<file path="src/rtl/booth_radix4_multiplier.sv">
// Radix-4 Booth sequential multiplier.
// One Booth digit per cycle, fixed latency, valid/ready handshake.
module booth_radix4_multiplier #(
  parameter int WIDTH = 16
) (
  input  logic                 clk,
  input  logic                 reset,
  input  logic [WIDTH-1:0]     in_a,
  input  logic [WIDTH-1:0]     in_b,
  input  logic                 signed_mode,
  input  logic                 valid_in,
  output logic                 in_ready,
  output logic                 valid_out,
  input  logic                 out_ready,
  output logic [2*WIDTH-1:0]   product
);

  localparam int PROD_W = 2 * WIDTH;
  localparam int ITER   = WIDTH / 2 + 1;
  localparam int EXT_W  = WIDTH + 2;
  localparam int ACC_W  = PROD_W + 2;
  localparam int CNT_W  = $clog2(ITER + 1);

  localparam logic [CNT_W-1:0] LAST_CNT = CNT_W'(ITER - 1);
  localparam logic [CNT_W-1:0] CNT_ONE  = CNT_W'(1);

  if ((WIDTH % 2) != 0 || WIDTH < 4) begin : g_bad_width
    $error("WIDTH must be even and >= 4");
  end

  typedef enum logic [1:0] {
    IDLE,
    CALC,
    DONE
  } state_t;

  state_t              state_q;
  logic [ACC_W-1:0]    mcand_q;
  logic [EXT_W:0]      mplier_q;
  logic [ACC_W-1:0]    acc_q;
  logic [CNT_W-1:0]    cnt_q;
  logic [PROD_W-1:0]   product_q;
  logic                valid_q;

  logic [EXT_W-1:0]    a_ext;
  logic [EXT_W-1:0]    b_ext;
  logic [ACC_W-1:0]    a_wide;
  logic [2:0]          trip;
  logic [ACC_W-1:0]    pp;
  logic [ACC_W-1:0]    acc_d;
  logic                last_digit;

  // Widen operands to WIDTH+2 so both modes share one signed Booth recoding
  always_comb begin
    if (signed_mode) begin
      a_ext = {{2{in_a[WIDTH-1]}}, in_a};
      b_ext = {{2{in_b[WIDTH-1]}}, in_b};
    end else begin
      a_ext = {2'b00, in_a};
      b_ext = {2'b00, in_b};
    end
    a_wide = {{(ACC_W-EXT_W){a_ext[EXT_W-1]}}, a_ext};
  end

  // Current digit triplet {b[2i+1], b[2i], b[2i-1]}; bit 0 of the
  // shifted multiplier register carries b[2i-1] (zero for i = 0)
  assign trip = mplier_q[2:0];

  // Booth digit selection; mcand_q already carries the 4^i weight
  always_comb begin
    pp = '0;
    unique case (trip)
      3'b001, 3'b010: pp = mcand_q;
      3'b011:         pp = mcand_q << 1;
      3'b100:         pp = -(mcand_q << 1);
      3'b101, 3'b110: pp = -mcand_q;
      default:        pp = '0;
    endcase
  end

  assign acc_d      = acc_q + pp;
  assign last_digit = (cnt_q == LAST_CNT);

  // Control FSM and datapath registers with registered outputs
  always_ff @(posedge clk or posedge reset) begin
    if (reset) begin
      state_q   <= IDLE;
      mcand_q   <= '0;
      mplier_q  <= '0;
      acc_q     <= '0;
      cnt_q     <= '0;
      product_q <= '0;
      valid_q   <= 1'b0;
    end else begin
      unique case (state_q)
        IDLE: begin
          if (valid_in) begin
            mcand_q  <= a_wide;
            mplier_q <= {b_ext, 1'b0};
            acc_q    <= '0;
            cnt_q    <= '0;
            state_q  <= CALC;
          end
        end
        CALC: begin
          acc_q    <= acc_d;
          mcand_q  <= mcand_q << 2;
          mplier_q <= mplier_q >> 2;
          cnt_q    <= cnt_q + CNT_ONE;
          if (last_digit) begin
            product_q <= acc_d[PROD_W-1:0];
            valid_q   <= 1'b1;
            state_q   <= DONE;
          end
        end
        DONE: begin
          if (out_ready) begin
            valid_q <= 1'b0;
            state_q <= IDLE;
          end
        end
        default: begin
          valid_q <= 1'b0;
          state_q <= IDLE;
        end
      endcase
    end
  end

  assign in_ready  = (state_q == IDLE);
  assign valid_out = valid_q;
  assign product   = product_q;

endmodule

</file>
<file path="config.mk">
export PLATFORM = sky130hd
export DESIGN_NAME = booth_radix4_multiplier
export DESIGN_NICKNAME = d
export VERILOG_FILES = /design/src/rtl/booth_radix4_multiplier.sv
export SDC_FILE = /design/constraint.sdc
export NUM_CORES = 1
export LEC_CHECK = 0
export ABC_CLOCK_PERIOD_IN_PS = 7000
export CORE_ASPECT_RATIO = 0.5
export CORE_MARGIN = 8
export CORE_UTILIZATION = 64
export DETAILED_ROUTE_END_ITERATION = 6
export GPL_TIMING_DRIVEN = 0
export PLACE_DENSITY = 0.89
export SLEW_MARGIN = 30
export SYNTH_ARGS = -nofsm -noshare
export SYNTH_HDL_FRONTEND = slang
export SYNTH_SLANG_ARGS = --single-unit
</file>
<file path="constraint.sdc">
create_clock -name clk -period 7 [get_ports clk]
set_input_delay 1.05 -clock clk [delete_from_list [all_inputs] [get_ports clk]]
set_output_delay 1.05 -clock clk [all_outputs]
set_load 0.005 [all_outputs]
</file>
# Word-level counts from Yosys, hierarchy flattened
# Index checks and enable logic that the tools add are counted.
dict set report op_classes {
  add_sub_neg 4
  eq_ne 12
  muxes 18
  bitwise 1
  n_reduce_logical 8
}
# operator n
set op_table {}
lappend op_table {{34-bit one-hot mux with 2 select lines} 2}
lappend op_table {{34-bit one-hot mux with 4 select lines} 1}
lappend op_table {{34-bit two-way mux} 2}
lappend op_table {{34-bit negator} 2}
lappend op_table {{19-bit one-hot mux with 2 select lines} 1}
lappend op_table {{18-bit two-way mux} 2}
lappend op_table {{34-bit adder} 1}
lappend op_table {{19-bit two-way mux} 1}
lappend op_table {{3-bit equality test, second input constant} 3}
lappend op_table {{4-bit one-hot mux with 2 select lines} 1}
lappend op_table {{3-bit by 2-bit equality test with 1-bit output, second input constant} 2}
lappend op_table {{2-bit two-way mux} 3}
lappend op_table {{2-bit inequality test, second input constant} 3}
lappend op_table {{2-bit one-hot mux with 3 select lines} 1}
lappend op_table {{3-bit AND reduction} 2}
lappend op_table {{4-bit by 1-bit adder with 4-bit output, second input constant} 1}
lappend op_table {{4-bit equality test, second input constant} 1}
lappend op_table {{4-bit two-way mux} 1}
lappend op_table {{2-bit AND reduction} 2}
lappend op_table {{2-bit OR reduction} 2}
lappend op_table {{3-bit by 1-bit equality test with 1-bit output, second input constant} 1}
lappend op_table {{1-bit one-hot mux with 3 select lines} 1}
lappend op_table {{2-bit by 1-bit equality test with 1-bit output, second input constant} 1}
lappend op_table {{2-bit equality test, second input constant} 1}
lappend op_table {{4 further kinds} 5}
dict set report totals {
  register_bits 126
  output_inout_bits 34
}

# Longest topological paths before layout
# Gate-level depths: netlist of the first run.
dict set report logic_depth {
  ltp_word 5
  mapped_depth 22
  depth_no_buf 19
}

# Worst setup path before layout of the first run
# OpenSTA, ideal clock, no wires.
dict set report synth_path {
  kind {flip-flop to flip-flop}
  start {reg mcand_q[6]}
  end {reg product_q[28] (netlist: product[28])}
  setup_time_ns 0.069
  arrival_time_ns 4.579
  t_required_ns 6.931
  slack_ns 2.351
  stages_incl_launch_ff 18
  path_buffers 2
  period_less_slack_ns 4.649
  cell_sequence {dfrtp_1 > buf_6 > or4_4 > or4_4 > buf_6 > or4_1 > nand2_1 > xnor2_1 > a221oi_1 > a31oi_1 > ha_1 > nand4_1 > a211o_1 > o21ai_0 > a31o_2 > a31oi_1 > or4_1 > nand3_1}
}
dict set report synth_between {
  elab_chain_cells 3
  elab_cells_between_ends 4
  classes_between {add/sub: 3; mux: 1}
}
# item line
set synth_rtl {}
lappend synth_rtl {{start: declaration} 38} ;# logic [ACC_W-1:0] mcand_q;
lappend synth_rtl {{start signal: assignment} 98} ;# mcand_q <= a_wide;
lappend synth_rtl {{start signal: assignment} 107} ;# mcand_q <= mcand_q << 2;
lappend synth_rtl {{34-bit negator, on equally long branches} {76, 75}}
lappend synth_rtl {{34-bit one-hot mux with 4 select lines *} 72} ;# unique case (trip)
lappend synth_rtl {{34-bit adder *} 81} ;# assign acc_d = acc_q + pp;
lappend synth_rtl {{end signal: assignment} 111} ;# product_q <= acc_d[PROD_W-1:0];
lappend synth_rtl {{end: declaration} 42} ;# logic [PROD_W-1:0] product_q;
# Mark *: on every way between the ends. The rest lies on a longest branch, timed or not.
# A chain may end at the register's enable or synchronous reset.

# Worst setup path after layout of the first run
dict set report layout_path {
  start {reg mcand_q[1]}
  end {reg acc_q[30]}
}
dict set report layout_between {
  elab_chain_cells 4
  elab_cells_between_ends 5
  classes_between {add/sub: 3; mux: 2}
}
# item line
set layout_rtl {}
lappend layout_rtl {{34-bit negator, on equally long branches} {76, 75}}
lappend layout_rtl {{34-bit one-hot mux with 4 select lines *} 72}
lappend layout_rtl {{34-bit adder *} 81}
lappend layout_rtl {{34-bit one-hot mux with 2 select lines *} 95} ;# unique case (state_q)
lappend layout_rtl {{end signal: assignment} 90} ;# acc_q <= '0;
lappend layout_rtl {{end signal: assignment} 100} ;# acc_q <= '0;
lappend layout_rtl {{end signal: assignment} 106} ;# acc_q <= acc_d;
lappend layout_rtl {{end: declaration} 40} ;# logic [ACC_W-1:0] acc_q;
# Marked as above.

==> flow_metrics.env, run 1 <==
export IMPL_status="finished, final reports clean"
export IMPL_drc=0
export IMPL_setup_ws_ns=1.360
export IMPL_cts_tree="built"
export IMPL_overflow=0
export IMPL_r2r_end="acc_q[30]"
export IMPL_drv_slew=0
export IMPL_min_path_type="register to register"
export IMPL_die_area_sq_mm=0.01723
export IMPL_r2r_slack_ns=1.36
export IMPL_antenna_found_initial=0
export IMPL_drive_gt1_share_pct=6.520
export IMPL_hold_depth=2
export IMPL_fin_tns_setup_ns=0
export IMPL_seq_power_share_pct=21.2
export IMPL_ys_seq_area_share_pct=36.15
export IMPL_die_w_um=177.8
export IMPL_track_usage_pct=29.46
export IMPL_yosys_top_cells_area="dfrtp_1 (36%), nand2_1 (6.6%), xnor2_1 (5.3%)"
export IMPL_endpoint_kind="register"
export IMPL_clk_path_buf_depth=2
export IMPL_peakVddDrop_uv=365.0
export IMPL_ys_flop_type="dfrtp_1"
export IMPL_cp_cell_sequence="inv_1 > ha_1 > or4b_1 > clkbuf_1 > or3_1 > clkbuf_1 > nor3_1 > nand2b_1 > xnor2_1 > a221oi_1 > a31oi_1 > ha_1 > nand4_1 > a211o_1 > o21ai_0 > a31o_2 > a31oi_1 > or4_1 > nand3_1"
export IMPL_min_from="product[8]"
export IMPL_whs_endpoint="product[8]"
export IMPL_fin_crit_ns=5.640
export IMPL_rsz0062_at_grt="false"
export IMPL_synth_top_cell_area_share_pct=36.15
export IMPL_fmax_mhz=177.3
export IMPL_grt_pass1_wl_mm=41.26
export IMPL_p_int_mw=2.993
export IMPL_synth_edf_count=0
export IMPL_p_leak_nw=4.430
export IMPL_synthTopCellsByCount="nand2_1 (147), dfrtp_1 (121), o21ai_0 (81), clkbuf_1 (76), a21oi_1 (74)"
export IMPL_core_area_sq_mm=0.01274
export IMPL_path_buf_inv=3
export IMPL_grt_max_degree=63
export IMPL_worst_clock_skew_ns=0.01373
export IMPL_reg2regPathDepth=19
export IMPL_first_pass_iters=6
export IMPL_postCtsSetupRepairBufs=0
export IMPL_ys_warn_count=0
export IMPL_cts_root_buf="clkbuf_16"
export IMPL_required_ns=7.36
export IMPL_synthArstFlopShare_pct=100.0
export IMPL_cp_slowest_cell="o21ai_0"
export IMPL_initial_core_util_pct=65.77
export IMPL_criticalPathCategory="register to register"
export IMPL_ys_types=64
export IMPL_detail_route_antenna_nets=0
export IMPL_grt_pass1_vias=8065
export IMPL_synth_seq_cells=121
export IMPL_post_synth_top_area_cell="dfrtp_1"
export IMPL_dp_hpwl_mm=18.68
export IMPL_drt_total_wl_mm=25.52
export IMPL_synth_most_common_cell="nand2_1"
export IMPL_ctsResizeCount=0
export IMPL_dr_first_iter_drc_count=1090
export IMPL_vias=8346
export IMPL_rows=29
export IMPL_critical_path_top_delay_family="simple AND/OR/NAND/NOR gates"
export IMPL_finalSetupViolCount=0
export IMPL_slew_headroom_pct=44.35
export IMPL_cp_data_arrival_time_ns=6.01
export IMPL_cts_clk_slew_worst_paths_ns=0.07
export IMPL_pin_count=71
export IMPL_avgViaCountPerCell=6.629
export IMPL_max_cap_violations=0
export IMPL_pwr_share_comb_pct=63.5
export IMPL_numCtsBuffers=17
export IMPL_holdBufCountCts=0
export IMPL_p_switching_mw=2.662
export IMPL_area_delta_synth_final_pct=18.15
export IMPL_hold_viol=0
export IMPL_wire_per_inst_um=20.27
export IMPL_crit_fanout=7
export IMPL_r2r_start="mcand_q[1]"
export IMPL_synthesis_area_sq_mm=0.008377
export IMPL_h_tree_depth=4
export IMPL_synth_cells=986
export IMPL_nets=1148
export IMPL_post_place_ws_ns=1.631
export IMPL_tightest_slew_ns=0.8331
export IMPL_startpoint_type="register"
export IMPL_clk_latency_ns=0.43
export IMPL_clkPwrFrac_pct=15.3
export IMPL_syn_avg_cell_area_sq_um=8.496
export IMPL_period_share_pct=80.58
export IMPL_nFillCells=857
export IMPL_synthesis_nets=1058
export IMPL_cpPeakStageDelay_ns=0.55
export IMPL_n_antenna_cell=0
export IMPL_numClockSinks=121
export IMPL_power_density_mw_per_mm2=571.4
export IMPL_die_y_um=96.90
export IMPL_switching_share_pct=47.07
export IMPL_routabilityCongestion=0.9872
export IMPL_io_buffers=70
==> kinds of logic after synthesis <==
family                   after synthesis  share of synthesized area [%]
multiplexers                          14                          1.852
buffers and inverters                106                          5.004
XOR/XNOR                              63                          6.766
AO/OA/AOI/OAI                        325                          25.62
AND/OR/NAND/NOR                      322                          19.30
flip-flops                           121                          36.15
adder cells (fa/ha/maj)               35                          5.317
==> layout by cell type (no fill, tap or decap), types with 6 or more instances in the layout <==
master / Yosys / layout
o22ai_1: 12 / 12
a22oi_1: 15 / 15
ha_1: 34 / 34
clkdlybuf4s50_1: 0 / 70
or2_2: 6 / 6
o21ai_0: 81 / 81
o211ai_1: 7 / 7
and3b_1: 28 / 28
a21o_1: 17 / 17
clkbuf_16: 0 / 17
nand3_1: 12 / 12
o221ai_1: 6 / 6
nor3_1: 15 / 14
inv_1: 16 / 15
or4_1: 10 / 10
a21oi_1: 74 / 74
xor2_1: 11 / 11
clkbuf_1: 76 / 76
a31oi_1: 16 / 16
nor2_1: 54 / 54
o21bai_1: 7 / 7
xnor2_1: 51 / 51
a211oi_1: 7 / 7
a221oi_1: 12 / 12
a22o_1: 32 / 32
mux2_2: 12 / 12
or3_1: 7 / 7
dfrtp_1: 121 / 121
nand2_1: 147 / 147
nand2b_1: 8 / 8
buf_1: 6 / 6
a221o_1: 18 / 18
==> power by group through the flow <==
stage	combinational (mW)	clock [mW]	sequential, mW
final	3.59	0.866	1.20
after global routing	3.90	0.896	1.23
after CTS	3.50	0.862	1.19
after detailed placement	3.47	0	1.20
after global placement	3.33	0	1.19
after floorplan	2.57	0	1.16
==> final cells by class <==
class / instances / area, sq um / share of cell area (%)
multi-input cells: 759 / 4935 / 49.86
plain buffers: 89 / 355.3 / 3.590
flip-flops and latches: 121 / 3028 / 30.59
repair buffers: 71 / 728.2 / 7.358
well taps: 170 / 212.7 / 2.149
clock inverters: 15 / 141.4 / 1.429
clock buffers: 17 / 425.4 / 4.298
inverters: 17 / 71.32 / 0.7206
==> layer usage <==
metal  GRT usage [%]  routed length (um)  vias up
met5               0                   0        -
met4           10.38                 640        0
met3           7.176                2832       77
met2           43.55               10850      505
met1           41.23               11190     4000
li1                -                   -     3764
==> worst max path at each step <==
| stage | startpoint | to | slack, ns | depth (start not counted) |
|---|---|---|---|---|
| 6_report | mcand_q[1] | acc_q[30] | 1.36 | 19 |
| 5_1_grt | mcand_q[0] | product[28] | 1.17 | 19 |
| 4_1_cts | mcand_q[1] | acc_q[30] | 1.54 | 19 |
| 3_5_place_dp | mcand_q[1] | acc_q[30] | 1.63 | 19 |
| 3_3_place_gp | reset | acc_q[31] | 1.12 | 2 |
| 2_1_floorplan | mcand_q[6] | product[28] | 2.35 | 17 |
==> tightest hold or removal path, stage by stage (launching register included) <==
cell and delay, ns:
dfrtp_1 0.33, nand2_1 0.05, nand2_1 0.05
==> per-stage QoR <==
stage	cells	power, mW	hold slack (ns)	util [%]	area [sq um]
final	1259	5.655	0.4717	77.71	9897
after floorplan	986	3.725	0.4502	-	8377
after CTS	1259	5.551	0.4757	77.71	9897
after global routing	1259	6.025	0.4916	77.71	9897
after global placement	1226	4.518	0.4588	72.94	9290
after detailed placement	1227	4.666	0.4607	73.26	9330
==> sequential cells by signal (all words and copies together) (netlist names) <==
register	cells
acc_q	32
cnt_q	4
mcand_q	32
mplier_q	18
product	32
state_q	2
valid_out	1
No activity file was read; power rests on OpenSTA's default activity.
==> inputs of run 2 (changes only) <==
--- a/config.mk
+++ b/config.mk
@@ -5,13 +5,13 @@
 export SDC_FILE = /design/constraint.sdc
 export NUM_CORES = 1
 export LEC_CHECK = 0
-export ABC_CLOCK_PERIOD_IN_PS = 7000
+export ABC_CLOCK_PERIOD_IN_PS = 4900
 export CORE_ASPECT_RATIO = 0.5
 export CORE_MARGIN = 8
-export CORE_UTILIZATION = 64
+export CORE_UTILIZATION = 54
 export DETAILED_ROUTE_END_ITERATION = 6
 export GPL_TIMING_DRIVEN = 0
-export PLACE_DENSITY = 0.89
+export PLACE_DENSITY = 0.8
 export SLEW_MARGIN = 30
 export SYNTH_ARGS = -nofsm -noshare
 export SYNTH_HDL_FRONTEND = slang
==> constraint.sdc (replaced) <==
create_clock -name clk -period 4.9 [get_ports clk]
set_input_delay 0.735 -clock clk [delete_from_list [all_inputs] [get_ports clk]]
set_output_delay 0.735 -clock clk [all_outputs]
set_load 0.005 [all_outputs]
==> run 2 against run 1 <==
Against the previous run: sequential power up 46%; clock skew up 0.00084 ns; cell count up 3.9%; first-iteration DRC count down 28%; worst setup slack worse by 1.3 ns; largest cell class unchanged; highest routed layer unchanged.
==> flow_metrics.env, run 2 (same netlist as run 1, synthesis figures left out) <==
export IMPL_hold_depth=2
export IMPL_clk_path_buf_depth=2
export IMPL_criticalPathCategory="register to register"
export IMPL_grt_pass1_wl_mm=43.24
export IMPL_detail_route_antenna_nets=0
export IMPL_startpoint_type="register"
export IMPL_place_area_sq_mm=0.009373
export IMPL_overflow=0
export IMPL_numCtsBuffers=17
export IMPL_cpPeakStageDelay_ns=0.54
export IMPL_track_usage_pct=27.01
export IMPL_layout_commonest_cell="nand2_1"
export IMPL_rows=32
export IMPL_grt_max_degree=66
export IMPL_slew_headroom_pct=40.41
export IMPL_cp_depth=17
export IMPL_avgViaCountPerCell=6.339
export IMPL_tightest_slew_ns=0.8906
export IMPL_cts_tree="built"
export IMPL_vias=8292
export IMPL_reg2regPathDepth=17
export IMPL_routabilityCongestion=0.9615
export IMPL_numClockSinks=121
export IMPL_p_leak_nw=4.605
export IMPL_clk_latency_ns=0.44
export IMPL_first_pass_iters=5
export IMPL_finalSetupViolCount=0
export IMPL_n_antenna_cell=0
export IMPL_nFillCells=1225
export IMPL_cp_slowest_cell="or4_4"
export IMPL_dpl_cell_count=1261
export IMPL_cts_root_buf="clkbuf_16"
export IMPL_final_cell_mix="nand2_1 (145), dfrtp_1 (117), o21ai_0 (76)"
export IMPL_drive_gt1_share_pct=12.77
export IMPL_worst_clock_skew_ns=0.01457
export IMPL_cts_clk_slew_worst_paths_ns=0.06
export IMPL_core_area_sq_mm=0.01529
export IMPL_fin_crit_ns=4.793
export IMPL_peakVddDrop_uv=314.5
export IMPL_path_buf_inv=3
export IMPL_area_delta_synth_final_pct=24.44
export IMPL_drv_slew=0
export IMPL_max_cap_violations=0
export IMPL_utilization_pct=68.15
export IMPL_initial_core_util_pct=54.77
export IMPL_final_area_sq_mm=0.01042
export IMPL_period_share_pct=97.81
export IMPL_required_ns=5.22
export IMPL_fin_tns_setup_ns=0
export IMPL_ff_latch_area_sq_mm=0.003033
export IMPL_wire_per_inst_um=20.90
export IMPL_dp_hpwl_mm=18.98
export IMPL_die_y_um=104.1
export IMPL_nets=1163
export IMPL_cp_cell_sequence="buf_6 > or4_4 > or4_4 > or4_1 > xnor2_1 > o21ai_0 > ha_1 > clkbuf_1 > a21oi_1 > o21ai_2 > a32oi_2 > a21oi_2 > buf_4 > nor3b_4 > o21bai_1 > xor2_1 > mux2_2"
export IMPL_drt_total_wl_mm=27.34
export IMPL_dr_first_iter_drc_count=787
export IMPL_h_tree_depth=4
export IMPL_pin_count=71
export IMPL_io_buffers=70
export IMPL_crit_top_cell="or4_4"
export IMPL_critical_path_top_delay_family="simple AND/OR/NAND/NOR gates"
export IMPL_grt_pass1_vias=7911
export IMPL_min_path_type="register to register"
export IMPL_fin_cells=1308
export IMPL_status="finished, final reports clean"
export IMPL_drc=0
export IMPL_endpoint_kind="register"
export IMPL_die_area_sq_mm=0.02000
export IMPL_antenna_found_initial=0
export IMPL_crit_fanout=9
export IMPL_power_density_mw_per_mm2=846.4
export IMPL_die_w_um=192.1
export IMPL_cp_data_arrival_time_ns=5.12
export IMPL_multi_input_area_sq_mm=0.005211
export IMPL_hold_viol=0
export IMPL_fmax_mhz=208.7
## run 2: changes by cell type in the layout (fill, tap and decap cells not counted), moves of 4 or more
cell / change
inv_6: -4
dfrtp_2: +4
a31oi_1: -4
a21oi_2: +6
buf_4: +25
ha_4: +5
o21ai_0: -5
dfrtp_1: -4
a21oi_1: -6
clkbuf_1: -10
a31oi_2: +4
ha_1: -7
## run 2: worst paths after layout
kind	from	end	slack, ns
worst max register to register	mcand_q[6]	product[27]	0.11
worst min register to register	product[7]	product[7]	0.47
worst min-delay path	product[7]	product[7]	0.47
worst max-delay path	mcand_q[6]	product[27]	0.11
min in group asynchronous	reset	product[3]	0.71
max in group asynchronous	reset	product[29]	3.51
## run 2: layout make-up
type / instances / area share, %
clock inverter: 15 / 1.921
multi-input combinational: 759 / 49.99
clock buffer: 17 / 4.081
tap: 204 / 2.449
buffer: 79 / 2.989
timing repair buffer: 96 / 8.786
inverter: 17 / 0.6842
sequential: 121 / 29.10
## run 2: routing by layer
metal	global-route usage, %	part of all wire [%]	vias up
met4	8.839	2.5	0
met2	39.53	44	355
met3	6.459	8.9	66
li1	-	-	3812
met5	0	0	-
met1	38.44	45	4059
## run 2: what timing repair did
| action | CTS | global route |
|---|---|---|
| endpoints found under the setup margin | 24 | 30 |
| hold buffers | 0 | 0 |
| setup buffers | 8 | 17 |
| pin swaps | 11 | 19 |
| gates resized for setup | 22 | 42 |
## run 2: per-stage QoR
step / total power [mW] / worst slack [ns] / hold slack, ns
after global placement: 6.531 / -0.8453 / 0.4577
after floorplan: 5.321 / 0.2513 / 0.4502
after detailed placement: 6.679 / -0.5244 / 0.4613
after CTS: 8.273 / 0.01273 / 0.4757
final: 8.822 / 0.1074 / 0.4713
after global routing: 9.423 / -0.02441 / 0.4892
## run 2: worst min-delay path: stages (launching register included)
cell     delay, ns
dfrtp_1       0.34
nand2_1       0.05
nand2_1       0.05
## run 2: power breakdown
group | internal (mW) | switching (mW)
sequential | 1.43 | 0.313
combinational | 2.50 | 3.19
clock | 0.851 | 0.531
total | 4.79 | 4.04
==> inputs of run 3 (changes only) <==
--- a/config.mk
+++ b/config.mk
@@ -6,9 +6,11 @@
 export NUM_CORES = 1
 export LEC_CHECK = 0
 export ABC_CLOCK_PERIOD_IN_PS = 4900
+export CELL_PAD_IN_SITES_DETAIL_PLACEMENT = 1
+export CELL_PAD_IN_SITES_GLOBAL_PLACEMENT = 1
 export CORE_ASPECT_RATIO = 0.5
-export CORE_MARGIN = 8
-export CORE_UTILIZATION = 54
+export CORE_MARGIN = 2
+export CORE_UTILIZATION = 41
 export DETAILED_ROUTE_END_ITERATION = 6
 export GPL_TIMING_DRIVEN = 0
 export PLACE_DENSITY = 0.8
==> run 3 against run 2 <==
Against the previous run: the flow now finishes with violations (negative setup slack); clock-buffer cell count grew 3; sequential share of layout area grew 0.058 points; worst setup slack lost 0.12 ns; clock skew decreased by 0.0065 ns; register-to-register slack got worse by 0.12 ns; first-iteration DRC count is 20% lower; worst hold slack is essentially flat; sequential cell count unchanged; clock power shrank 9%; sequential power about the same; maximum frequency is 2.5% lower; critical endpoint is now product[31]; highest routed layer unchanged.
==> flow_metrics.env, run 3 (same netlist as run 1, synthesis figures left out) <==
export IMPL_p_leak_nw=4.551
export IMPL_r2r_end="product[31]"
export IMPL_rsz0062_at_grt="true"
export IMPL_initial_core_util_pct=42.46
export IMPL_h_tree_depth=4
export IMPL_hold_viol=0
export IMPL_critical_path_top_delay_family="simple AND/OR/NAND/NOR gates"
export IMPL_drc=0
export IMPL_clk_latency_ns=0.44
export IMPL_final_cell_mix="nand2_1 (146), dfrtp_1 (118), o21ai_0 (74)"
export IMPL_drv_slew=0
export IMPL_endpoint_kind="register"
export IMPL_violations="negative setup slack"
export IMPL_required_ns=5.22
export IMPL_grt_pass1_wl_mm=47.60
export IMPL_cts_root_buf="clkbuf_16"
export IMPL_cp_data_arrival_time_ns=5.24
export IMPL_cp_depth=17
export IMPL_dp_hpwl_mm=21.29
export IMPL_power_density_mw_per_mm2=840.2
export IMPL_core_area_sq_mm=0.01973
export IMPL_avgViaCountPerCell=6.081
export IMPL_grt_pass1_vias=8611
export IMPL_worst_clock_skew_ns=0.008055
export IMPL_path_buf_inv=1
export IMPL_critPathLaunch="mcand_q[6]"
export IMPL_status="finished with violations"
export IMPL_p_switching_mw=4.119
export IMPL_pwr_share_comb_pct=65.5
export IMPL_r2r_slack_ns=-0.02
export IMPL_r2r_start="mcand_q[6]"
export IMPL_clkPwrFrac_pct=14.3
export IMPL_cts_clk_slew_worst_paths_ns=0.06
export IMPL_post_place_ws_ns=-0.6569
export IMPL_clk_path_buf_depth=2
export IMPL_routabilityCongestion=0.9273
export IMPL_numCtsBuffers=17
export IMPL_cts_tree="built"
export IMPL_grt_max_degree=64
export IMPL_crit_fanout=7
export IMPL_criticalPathCategory="register to register"
export IMPL_die_w_um=206.1
export IMPL_cp_cell_sequence="buf_6 > or4_4 > or4_4 > or2_4 > or4_4 > xnor2_4 > a221oi_2 > a21oi_1 > ha_1 > nand4_1 > nor3_2 > o21ai_2 > a21oi_2 > nor2_2 > a41o_1 > xor3_1 > mux2_4"
export IMPL_pin_count=71
export IMPL_layout_commonest_cell="nand2_1"
export IMPL_seq_power_share_pct=20.1
export IMPL_ff_latch_area_sq_mm=0.003032
export IMPL_nFillCells=2327
export IMPL_reg2regPathDepth=17
export IMPL_tightest_slew_ns=0.9646
export IMPL_holdBufCountCts=0
export IMPL_track_usage_pct=28.50
export IMPL_antenna_found_initial=0
export IMPL_rows=36
export IMPL_n_antenna_cell=0
export IMPL_overflow=0
export IMPL_dr_first_iter_drc_count=631
export IMPL_drt_total_wl_mm=29.87
export IMPL_wire_per_inst_um=21.91
export IMPL_startpoint_type="register"
export IMPL_switching_share_pct=47.15
export IMPL_setup_ws_ns=-0.01522
export IMPL_max_cap_violations=0
export IMPL_area_delta_synth_final_pct=24.14
export IMPL_numClockSinks=121
export IMPL_die_area_sq_mm=0.02166
export IMPL_fmax_mhz=203.5
export IMPL_period_share_pct=100.3
export IMPL_nets=1156
export IMPL_slew_headroom_pct=35.56
export IMPL_detail_route_antenna_nets=0
export IMPL_peakVddDrop_uv=330.1
export IMPL_crit_top_cell="or4_4"
export IMPL_fin_tns_setup_ns=-0.01522
export IMPL_die_y_um=105.1
export IMPL_finalSetupViolCount=1
export IMPL_fin_crit_ns=4.915
export IMPL_min_path_type="register to register"
export IMPL_multi_input_area_sq_mm=0.005220
export IMPL_io_buffers=70
export IMPL_critPathCapture="product[31]"
export IMPL_vias=8289
export IMPL_drive_gt1_share_pct=11.94
export IMPL_p_int_mw=4.618
export IMPL_first_pass_iters=5
export IMPL_cp_slowest_cell="or4_4"
export IMPL_cpPeakStageDelay_ns=0.59
## run 3: changes by cell type in the layout (fill, tap and decap cells not counted), sizes merged
cell      delta
bufinv       -2
inv          -1
buf          -8
clkinvlp     +1
clkbuf       +4
clkinv       -1
## run 3: power by group through the flow
stage / registers (mW) / logic [mW] / clock network (mW)
after floorplan: 1.66 / 3.66 / 0
after global placement: 1.71 / 4.89 / 0
after detailed placement: 1.73 / 5.10 / 0
after CTS: 1.75 / 5.38 / 1.26
after global routing: 1.81 / 6.27 / 1.30
final: 1.76 / 5.73 / 1.25
## run 3: per-stage QoR
stage | cells | hold WS, ns | power [mW] | area, sq um | utilization (%)
2_1_floorplan | 986 | 0.4502 | 5.321 | 8377 | -
6_report | 1363 | 0.4710 | 8.737 | 10400 | 52.71
3_5_place_dp | 1323 | 0.4654 | 6.832 | 9450 | 47.90
3_3_place_gp | 1322 | 0.4582 | 6.594 | 9410 | 47.70
5_1_grt | 1363 | 0.5144 | 9.381 | 10400 | 52.71
4_1_cts | 1360 | 0.4786 | 8.392 | 10220 | 51.79
## run 3: worst min path at each step
stage / startpoint / to / cells past startpoint
2_1_floorplan: mplier_q[10] / mplier_q[10] / 2
3_3_place_gp: product[7] / product[7] / 2
3_5_place_dp: product[23] / product[23] / 2
4_1_cts: product[23] / product[23] / 2
5_1_grt: product[23] / product[23] / 2
6_report: product[23] / product[23] / 2
## run 3: worst min-delay path, cell delays in order (launching register included)
cell and delay [ns]:
dfrtp_1 0.33, nand2_1 0.05, nand2_1 0.05
## run 3: cell type report
| cell class | instances | share of cell area, % |
|---|---|---|
| Buffer | 80 | 3.008 |
| Sequential cell | 121 | 29.15 |
| Tap cell | 266 | 3.201 |
| Timing Repair Buffer | 88 | 8.230 |
| Inverter | 17 | 0.6979 |
| Clock inverter | 12 | 1.215 |
| Multi-Input combinational cell | 759 | 50.20 |
| Clock buffer | 20 | 4.296 |
## run 3: timing repair
action	4_1_cts	5_1_grt
endpoints found under the hold margin	0	0
setup buffers	11	6
resized for setup	37	29
pin swaps	14	13
setup endpoints to repair	28	26
cloned	0	0
## run 3: metal layers
layer | global-route usage, % | up-vias | share of wire (%)
li1 | - | 3774 | -
met1 | 39.07 | 4178 | 46
met2 | 45.93 | 305 | 46
met3 | 6.051 | 32 | 6.5
met4 | 6.633 | 0 | 1.1
met5 | 0 | - | 0
